--- src/rtl/hazard_pkg.sv ---
// Shared definitions for the pipeline hazard unit: forwarding mux encodings,
// divider handshake state, and register-match helpers.
package hazard_pkg;

  // EX operand forwarding selects
  localparam logic [1:0] FWD_RF  = 2'b00;
  localparam logic [1:0] FWD_WB  = 2'b01;
  localparam logic [1:0] FWD_MEM = 2'b10;

  // Divider handshake state
  typedef enum logic {
    DivIdle,
    DivBusy
  } divState_e;

  // A producer hits a consumer only if it writes, is not $0, and indices agree.
  function automatic logic regHit(input logic en, input logic [4:0] dst, input logic [4:0] src);
    return en && (dst != 5'd0) && (dst == src);
  endfunction

  // Producer hits either of the two ID source registers.
  function automatic logic regHitEither(input logic en, input logic [4:0] dst,
                                        input logic [4:0] srcA, input logic [4:0] srcB);
    return regHit(en, dst, srcA) || regHit(en, dst, srcB);
  endfunction

  // MEM result is newer than WB, so it wins when both match.
  function automatic logic [1:0] fwdSel(input logic hitMem, input logic hitWb);
    if (hitMem) begin
      return FWD_MEM;
    end else if (hitWb) begin
      return FWD_WB;
    end
    return FWD_RF;
  endfunction

endpackage

--- src/rtl/hazard_div_fsm.sv ---
// Multi-cycle divider handshake: issues one start pulse per divide and holds
// the EX stage until the divider reports a valid result.
module hazard_div_fsm
  import hazard_pkg::*;
(
  input  logic clk,
  input  logic rst,
  input  logic DivE,
  input  logic DivReady,
  output logic DivStart,
  output logic divStall
);

  divState_e stateQ, stateD;

  // State register with synchronous reset; reset abandons any divide in flight.
  always_ff @(posedge clk) begin
    if (rst) begin
      stateQ <= DivIdle;
    end else begin
      stateQ <= stateD;
    end
  end

  // Next-state: leave IDLE when a divide sits in EX, return on the ready pulse.
  always_comb begin
    stateD = stateQ;
    unique case (stateQ)
      DivIdle: if (DivE)     stateD = DivBusy;
      DivBusy: if (DivReady) stateD = DivIdle;
      default: stateD = DivIdle;
    endcase
  end

  // Outputs: start only from IDLE, so a held divide never restarts. The ready
  // cycle does not stall, letting a back-to-back divide enter EX next cycle.
  always_comb begin
    DivStart = 1'b0;
    divStall = 1'b0;
    unique case (stateQ)
      DivIdle: begin
        DivStart = DivE && !rst;
        divStall = DivE;
      end
      DivBusy: begin
        divStall = !DivReady;
      end
      default: begin
        DivStart = 1'b0;
        divStall = 1'b0;
      end
    endcase
  end

endmodule

--- src/rtl/hazard_unit.sv ---
// Hazard detection and forwarding for the 5-stage MIPS pipeline: forwarding
// selects, load-use and branch stalls, divider stall, and a stall-cycle counter.
module hazard_unit
  import hazard_pkg::*;
#(
  parameter int unsigned CNT_W = 32
) (
  input  logic             clk,
  input  logic             rst,
  input  logic [4:0]       RsD,
  input  logic [4:0]       RtD,
  input  logic [4:0]       RsE,
  input  logic [4:0]       RtE,
  input  logic [4:0]       WriteRegE,
  input  logic [4:0]       WriteRegM,
  input  logic [4:0]       WriteRegW,
  input  logic             RegWriteE,
  input  logic             RegWriteM,
  input  logic             RegWriteW,
  input  logic             MemReadE,
  input  logic             MemReadM,
  input  logic [1:0]       BranchD,
  input  logic             JumpSrcD,
  input  logic             DivE,
  input  logic             DivReady,
  output logic             DivStart,
  output logic             StallF,
  output logic             StallD,
  output logic             StallE,
  output logic             FlushE,
  output logic             ForwardAD,
  output logic             ForwardBD,
  output logic [1:0]       ForwardAE,
  output logic [1:0]       ForwardBE,
  output logic [CNT_W-1:0] StallCnt
);

  logic lwStall;
  logic brStall;
  logic divStall;
  logic idNeedsRs;
  logic [CNT_W-1:0] stallCntQ, stallCntD;

  hazard_div_fsm uDivFsm (
    .clk      (clk),
    .rst      (rst),
    .DivE     (DivE),
    .DivReady (DivReady),
    .DivStart (DivStart),
    .divStall (divStall)
  );

  // Forwarding selects; $0 is excluded inside regHit.
  always_comb begin
    ForwardAE = fwdSel(regHit(RegWriteM, WriteRegM, RsE), regHit(RegWriteW, WriteRegW, RsE));
    ForwardBE = fwdSel(regHit(RegWriteM, WriteRegM, RtE), regHit(RegWriteW, WriteRegW, RtE));
    ForwardAD = regHit(RegWriteM, WriteRegM, RsD);
    ForwardBD = regHit(RegWriteM, WriteRegM, RtD);
  end

  // Load-use and branch/jr hazards. Branches resolve in ID, so an ALU result
  // still in EX or a load still in MEM is not yet forwardable to the compare.
  always_comb begin
    idNeedsRs = (BranchD != 2'b00) || JumpSrcD;
    lwStall   = regHitEither(MemReadE, WriteRegE, RsD, RtD);
    brStall   = idNeedsRs &&
                (regHitEither(RegWriteE, WriteRegE, RsD, RtD) ||
                 regHitEither(MemReadM, WriteRegM, RsD, RtD));
  end

  // Pipeline controls. A divide held in EX must not be flushed, so the divider
  // stall masks the bubble insertion.
  always_comb begin
    StallE = divStall;
    StallF = lwStall || brStall || divStall;
    StallD = StallF;
    FlushE = (lwStall || brStall) && !divStall;
  end

  // Stall counter next value: saturate at all-ones rather than wrap.
  always_comb begin
    stallCntD = stallCntQ;
    if (StallF && (stallCntQ != {CNT_W{1'b1}})) begin
      stallCntD = stallCntQ + {{(CNT_W - 1){1'b0}}, 1'b1};
    end
  end

  // Stall counter register.
  always_ff @(posedge clk) begin
    if (rst) begin
      stallCntQ <= '0;
    end else begin
      stallCntQ <= stallCntD;
    end
  end

  assign StallCnt = stallCntQ;

endmodule
--- config.mk ---
export PLATFORM = sky130hd
export DESIGN_NAME = hazard_unit
export DESIGN_NICKNAME = d
export VERILOG_FILES = /design/src/rtl/hazard_pkg.sv /design/src/rtl/hazard_div_fsm.sv /design/src/rtl/hazard_unit.sv
export SDC_FILE = /design/constraint.sdc
export NUM_CORES = 1
export LEC_CHECK = 0
export CAP_MARGIN = 20
export CORE_MARGIN = 2
export CORE_UTILIZATION = 25
export DETAILED_ROUTE_END_ITERATION = 10
export DONT_BUFFER_PORTS = 1
export GPL_ROUTABILITY_DRIVEN = 0
export HOLD_SLACK_MARGIN = 0.02
export PLACE_DENSITY = 0.44
export RECOVER_POWER = 100
export SYNTH_ARGS = -nofsm -noshare
export SYNTH_HDL_FRONTEND = slang
export SYNTH_HIERARCHICAL = 1
export SYNTH_SLANG_ARGS = --single-unit
--- constraint.sdc ---
create_clock -name clk -period 2.6 [get_ports clk]
set_input_delay 0.39 -clock clk [delete_from_list [all_inputs] [get_ports clk]]
set_output_delay 0.39 -clock clk [all_outputs]
set_load 0.1 [all_outputs]
==> flow_summary_export.csv, run 1 <==
group,metric,value,unit
cts,cts_tree,"yes",
cts,cts_hold_buf,0,
power_and_ir_drop,power.internal,0.9611,mW
setup_path,r2r_end,"StallCnt[5]",
grt,grt_start_max_net_pins,42,
synth,yosys_warnings,6,
cts,cts_resized,0,
cts,cts_root_buffer,"clkbuf_8",
placed_design,placed_cell_area,2934,sq um
synth,synth_area_per_cell,7.956,sq um
synth,synth_edf_count,0,
setup_path,path_buf_inv,2,
flow_run,drv_cap,0,
setup_path,crit_fanout,7,
sta,rsz0062_at_grt,"false",
cts,clockBufferDepth,2,
cts,cts-buffers-inserted,5,
power_and_ir_drop,pwr-share-seq,0.377,
setup_path,r2r_cells,7,
layout,drive_above_1_share,0.2303,
detailed_routing,num_vias,2291,
floorplan,start_util,0.2547,
grt,antenna_found_initial,0,
power_and_ir_drop,p_comb_frac,0.184,
synth,synthesis.nets,341,
sta,fmax,408.2,MHz
floorplan,core,9153,sq um
floorplan,io_pins,90,
detailed_routing,ant_nets,0,
layout,final_cell_mix,"clkbuf_1, xor2_1, a21oi_1",
min_path,hold_class,"primary input to flop",
setup_path,crit_arrival,2.06,ns
detailed_routing,wl,6806,um
synth,ys.flop_type,"dfxtp_1",
outcome,status,"completed",
synth,synth_cells,293,
setup_path,worst_path_largest_cell_delay,0.52,ns
cts,post-cts-setup-buffer-count,0,
sta,whs,0.1602,ns
setup_path,critPathCaptureType,"primary output",
sta,period_minus_slack,2.450,ns
cts,cts_sinks,33,
layout,areaGrowthSynthToFinish,25.28,%
placed_design,post-dp-hpwl,5195,um
grt,grt-ovfl-total,0,
cts,path_clk_slew,0.09,ns
synth,synth_seq_area_share,0.2834,
setup_path,startpoint_type,"primary input",
power_and_ir_drop,leakage,0.9323,nW
detailed_routing,vias_per_cell,5.195,
setup_path,crit_slowest_cell,"or4_1",
floorplan,die_w,100.6,um
setup_path,worstPathRequired,2.21,ns
grt,grt_first_pass_wirelength,10930,um
sta,finalHoldViolCount,0,
min_path,holdPathEnd,"StallCnt[22]",
power_and_ir_drop,sw_frac_of_total,0.2955,
floorplan,dieArea,10110,sq um
setup_path,path_class,"primary input to primary output",
synth,syn-cell-area,2331,sq um
power_and_ir_drop,ir_drop,0.2958,mV
cts,clock_latency,0.30,ns
layout,final_common_cell,"clkbuf_1",
layout,final_area,2920,sq um
sta,worst_slew_pin_slew,1.378,ns
sta,drv_slew,0,
detailed_routing,drt_first_pass_iters,4,
sta,relSlewSlack,0.08113,
sta,setup_viol,0,
sta,finalCritPeriodShare,0.9421,
power_and_ir_drop,p_clk_frac,0.439,
grt,grt_pass1_vias,2201,
setup_path,r2r-start,"StallCnt[27]",
setup_path,critPathTopFamily,"simple AND/OR/NAND/NOR gates",
synth,synth-async-reset-ratio,0,
min_path,whs_path_depth,1,
setup_path,startpoint,"WriteRegE[1]",
layout,final_nets,377,
synth,ys_types,42,
floorplan,row_count,35,
synth,ys_ff_latch,33,
layout,diodes,0,
detailed_routing,drc,0,
min_path,hold_start,"rst",
setup_path,path_cells,"or4_1 -> o22ai_1 -> a21oi_1 -> nor3_4 -> clkinvlp_2 -> buf_4",
grt,track_usage,0.1340,
detailed_routing,wl_per_cell,15.43,um
floorplan,die_h,100.6,um
detailed_routing,first_iter_violations,84,
setup_path,worst-r2r-setup-slack,0.21,ns
cts,htreeDepth,2,
placed_design,io_buffer_count,0,
power_and_ir_drop,p_per_area,467.2,nW/um^2
sta,finClkSkew,0.01523,ns
power_and_ir_drop,power_switching,0.4031,mW
[sequential cells by signal, indices dropped and copies added, names as in the netlist]
signal and flops:
uDivFsm/stateQ 1, StallCnt 32
[Yosys cell counts (2+ instances only)]
cell type,n,share of area
nand3_1,14,0.030
nor2b_1,7,0.019
o21ba_2,2,0.0086
o31a_1,3,0.011
inv_1,4,0.0064
nor3b_1,3,0.0097
xor2_1,26,0.098
and3_1,6,0.016
o21ai_0,9,0.019
mux2_1,6,0.029
buf_2,4,0.0086
nor4_1,10,0.027
buf_4,2,0.0064
and4_1,3,0.011
o31ai_1,12,0.039
nand4b_1,2,0.0075
o41ai_1,2,0.0075
nor3_1,7,0.015
or4_1,20,0.064
a21oi_1,26,0.056
clkbuf_1,12,0.019
nor2_1,16,0.026
buf_1,2,0.0032
and2_1,3,0.0081
nand2_1,17,0.027
nand4_1,7,0.019
xnor2_1,14,0.053
or3_1,8,0.021
dfxtp_1,33,0.28
[worst max path at each step]
stage / endpoint / cells past startpoint
6_report: StallD / 6
5_1_grt: StallCnt[4] / 8
4_1_cts: StallCnt[5] / 7
3_5_place_dp: StallCnt[5] / 7
3_3_place_gp: StallCnt[25] / 8
2_1_floorplan: StallF / 7
[metrics by stage]
stage | util | TNS (ns) | total power [mW] | setup WS [ns] | instances
after floorplan | - | -0.5187 | 0.7685 | -0.2586 | 293
after global placement | 0.3206 | 0 | 0.7874 | 0.2233 | 433
after detailed placement | 0.3206 | 0 | 0.7891 | 0.2115 | 433
after CTS | 0.3352 | 0 | 1.389 | 0.1742 | 441
after global routing | 0.3191 | 0 | 1.411 | 0.03202 | 441
final | 0.3191 | 0 | 1.364 | 0.1504 | 441
[power by group through the flow]
stage | combinational [mW] | clock, mW | sequential, mW
3_3_place_gp | 0.261 | 0 | 0.526
5_1_grt | 0.268 | 0.628 | 0.515
2_1_floorplan | 0.212 | 0 | 0.556
6_report | 0.251 | 0.599 | 0.514
3_5_place_dp | 0.263 | 0 | 0.526
4_1_cts | 0.264 | 0.610 | 0.514
[cell type report]
cell class                 count  area, sq um
sequential                    33        709.4
fill                         986         6232
timing repair buffer          50        266.5
tap                          111        138.9
inverter                       4        16.27
multi-input combinational    235         1655
clock buffer                   5        68.82
clock inverter                 3        65.06
[logic make-up after synthesis]
logic type / count (synthesis) / share of synthesized area
and+or+nand+nor: 129 / 0.3237
AOI/OAI and AO/OA: 58 / 0.1546
xor gates and xnor gates: 40 / 0.1503
DFF: 33 / 0.2834
buffers and inverters: 25 / 0.04884
muxes: 7 / 0.03381
adders and majority gates: 1 / 0.005367
[per-layer routing]
layer	track usage	vias to the layer above	routed length (um)
met5	0	-	0
met2	0.2251	64	3224
met3	0.04092	7	433
met1	0.1667	1067	3066
li1	-	1153	-
met4	0.03583	0	81
Power figures use the tool's default switching activity.
==> inputs of run 2 (changes only) <==
==> constraint.sdc (replaced) <==
create_clock -name clk -period 2.27 [get_ports clk]
set_input_delay 0.3405 -clock clk [delete_from_list [all_inputs] [get_ports clk]]
set_output_delay 0.3405 -clock clk [all_outputs]
set_load 0.1 [all_outputs]
==> run 2 against run 1 <==
Total power is 1.7% lower. Register-to-register slack worse by 0.11 ns. Wire length rose by 8.7%. Critical path depth stayed put. Cell count increased by 1.1%. Critical endpoint unchanged. Worst hold slack worse by 0.037 ns. Global-route usage rose by 1.2 points.
==> flow_summary_export.csv, run 2 (synthesized netlist as in run 1, its figures left out) <==
group,metric,value,unit
outcome,status,"completed",
detailed_routing,ant_nets,0,
floorplan,io_pins,90,
floorplan,die_h,100.6,um
sta,worst_slack,0.06954,ns
setup_path,startpoint_type,"primary input",
sta,whs,0.1228,ns
floorplan,dieArea,10110,sq um
placed_design,io_buffer_count,0,
detailed_routing,num_vias,2363,
sta,relSlewSlack,0.1454,
cts,cts-buffers-inserted,5,
power_and_ir_drop,pwr-share-seq,0.431,
cts,path_clk_slew,0.07,ns
power_and_ir_drop,p_clk_frac,0.328,
layout,diodes,0,
power_and_ir_drop,leakage,1.017,nW
flow_run,drv_cap,0,
detailed_routing,wl,7398,um
cts,cts_hold_buf,0,
grt,grt-ovfl-total,0,
layout,final_cell_mix,"xor2_1, a21oi_1, clkbuf_2",
setup_path,path_buf_inv,2,
floorplan,start_util,0.2547,
min_path,hold_class,"primary input to flop",
sta,fmax,454.5,MHz
power_and_ir_drop,ir_drop,0.2389,mV
floorplan,die_w,100.6,um
grt,track_usage,0.1464,
placed_design,pre_cts_ws,-0.01689,ns
sta,rsz0062_at_grt,"false",
layout,areaGrowthSynthToFinish,34.25,%
detailed_routing,drc,0,
power_and_ir_drop,p_per_area,428.5,nW/um^2
grt,grt_first_pass_wirelength,11770,um
cts,cts_root_buffer,"clkbuf_8",
setup_path,worstPathRequired,1.93,ns
setup_path,crit_slowest_cell,"or4_1",
power_and_ir_drop,power.internal,0.8910,mW
detailed_routing,vias_per_cell,5.298,
setup_path,critPathCaptureType,"primary output",
layout,regArea,743.2,sq um
detailed_routing,wl_per_cell,16.59,um
cts,clock_latency,0.29,ns
power_and_ir_drop,sw_frac_of_total,0.3355,
setup_path,worst_path_largest_cell_delay,0.52,ns
cts,clockBufferDepth,2,
detailed_routing,first_iter_violations,90,
cts,cts_tree,"yes",
placed_design,post-dp-hpwl,5511,um
setup_path,path_cells,"or4_1 -> o22ai_1 -> a21oi_1 -> nor3_4 -> clkinvlp_4 -> buf_8",
layout,multi_input_area,1793,sq um
power_and_ir_drop,p_comb_frac,0.241,
power_and_ir_drop,p_total,1.341,mW
sta,setup_viol,0,
detailed_routing,drt_first_pass_iters,5,
setup_path,critPathTopFamily,"simple AND/OR/NAND/NOR gates",
grt,grt_start_max_net_pins,53,
sta,finClkSkew,0.004573,ns
power_and_ir_drop,power_switching,0.4499,mW
layout,final_nets,382,
setup_path,crit_fanout,3,
sta,period_minus_slack,2.200,ns
layout,nFillCells,961,
layout,drive_above_1_share,0.3582,
sta,drv_slew,0,
floorplan,row_count,35,
grt,antenna_found_initial,0,
floorplan,core,9153,sq um
sta,finalHoldViolCount,0,
setup_path,crit_arrival,1.86,ns
sta,finalCritPeriodShare,0.9694,
layout,largest_register_ff_count,32,
grt,grt_pass1_vias,2340,
sta,worst_slew_pin_slew,1.282,ns
cts,htreeDepth,2,
cts,cts_sinks,33,
setup_path,path_class,"primary input to primary output",
sta,setup_tns,0,ns
layout,final_common_cell,"xor2_1",
-- run 2: layout make-up --
| type | instances | share of cell area |
|---|---|---|
| sequential | 33 | 0.2375 |
| timing repair buffer | 55 | 0.1136 |
| clock buffer | 8 | 0.02559 |
| multi-input combinational | 235 | 0.5730 |
| tap | 111 | 0.04438 |
| inverter | 4 | 0.005998 |
-- run 2: power groups by stage --
stage | Combinational [mW] | Sequential (mW) | Clock (mW)
after global placement | 0.333 | 0.591 | 0
after CTS | 0.342 | 0.578 | 0.457
after detailed placement | 0.337 | 0.591 | 0
after global routing | 0.346 | 0.578 | 0.479
final | 0.324 | 0.577 | 0.440
after floorplan | 0.262 | 0.628 | 0
-- run 2: worst paths after layout --
check               startpoint            to  slack, ns  depth (start not counted)
setup / recovery  WriteRegE[1]        StallD       0.07                          6
hold / removal             rst  StallCnt[12]       0.12                          1
setup reg to reg  StallCnt[30]  StallCnt[31]       0.10                          4
hold reg to reg   StallCnt[16]  StallCnt[16]       0.48                          2
-- run 2: worst register-to-register path: cells and delay by family, from the launching register on --
family	cells	cell delay [ns]
buffers and inverters	1	0.93
muxes	1	0.34
DFF	1	0.33
and+or+nand+nor	2	0.46
-- run 2: per-layer routing --
metal,track usage,routed length [um],part of all wire,up-vias
li1,-,-,-,1164
met1,0.1829,3162,0.43,1122
met2,0.2545,3577,0.48,71
met3,0.03537,601,0.081,6
met4,0.03372,57,0.0077,0
met5,0,0,0,-
-- run 2: timing repair --
| item | 4_1_cts | 5_1_grt |
|---|---|---|
| setup endpoints to repair | 3 | 4 |
| gates resized for setup | 1 | 3 |
| setup buffers | 1 | 0 |
-- run 2: per-stage QoR --
| stage | cells | cell area, sq um | util |
|---|---|---|---|
| 6_report | 446 | 3129 | 0.3419 |
| 4_1_cts | 446 | 3263 | 0.3565 |
| 2_1_floorplan | 293 | 2721 | - |
| 3_3_place_gp | 437 | 3172 | 0.3465 |
| 3_5_place_dp | 437 | 3172 | 0.3465 |
| 5_1_grt | 446 | 3129 | 0.3419 |
==> inputs of run 3 (changes only) <==
--- a/config.mk
+++ b/config.mk
@@ -5,7 +5,6 @@
 export SDC_FILE = /design/constraint.sdc
 export NUM_CORES = 1
 export LEC_CHECK = 0
-export CAP_MARGIN = 20
 export CORE_MARGIN = 2
 export CORE_UTILIZATION = 25
 export DETAILED_ROUTE_END_ITERATION = 10
==> results of run 3 <==
Final layout, timing and power as in run 2 (identical DEF).
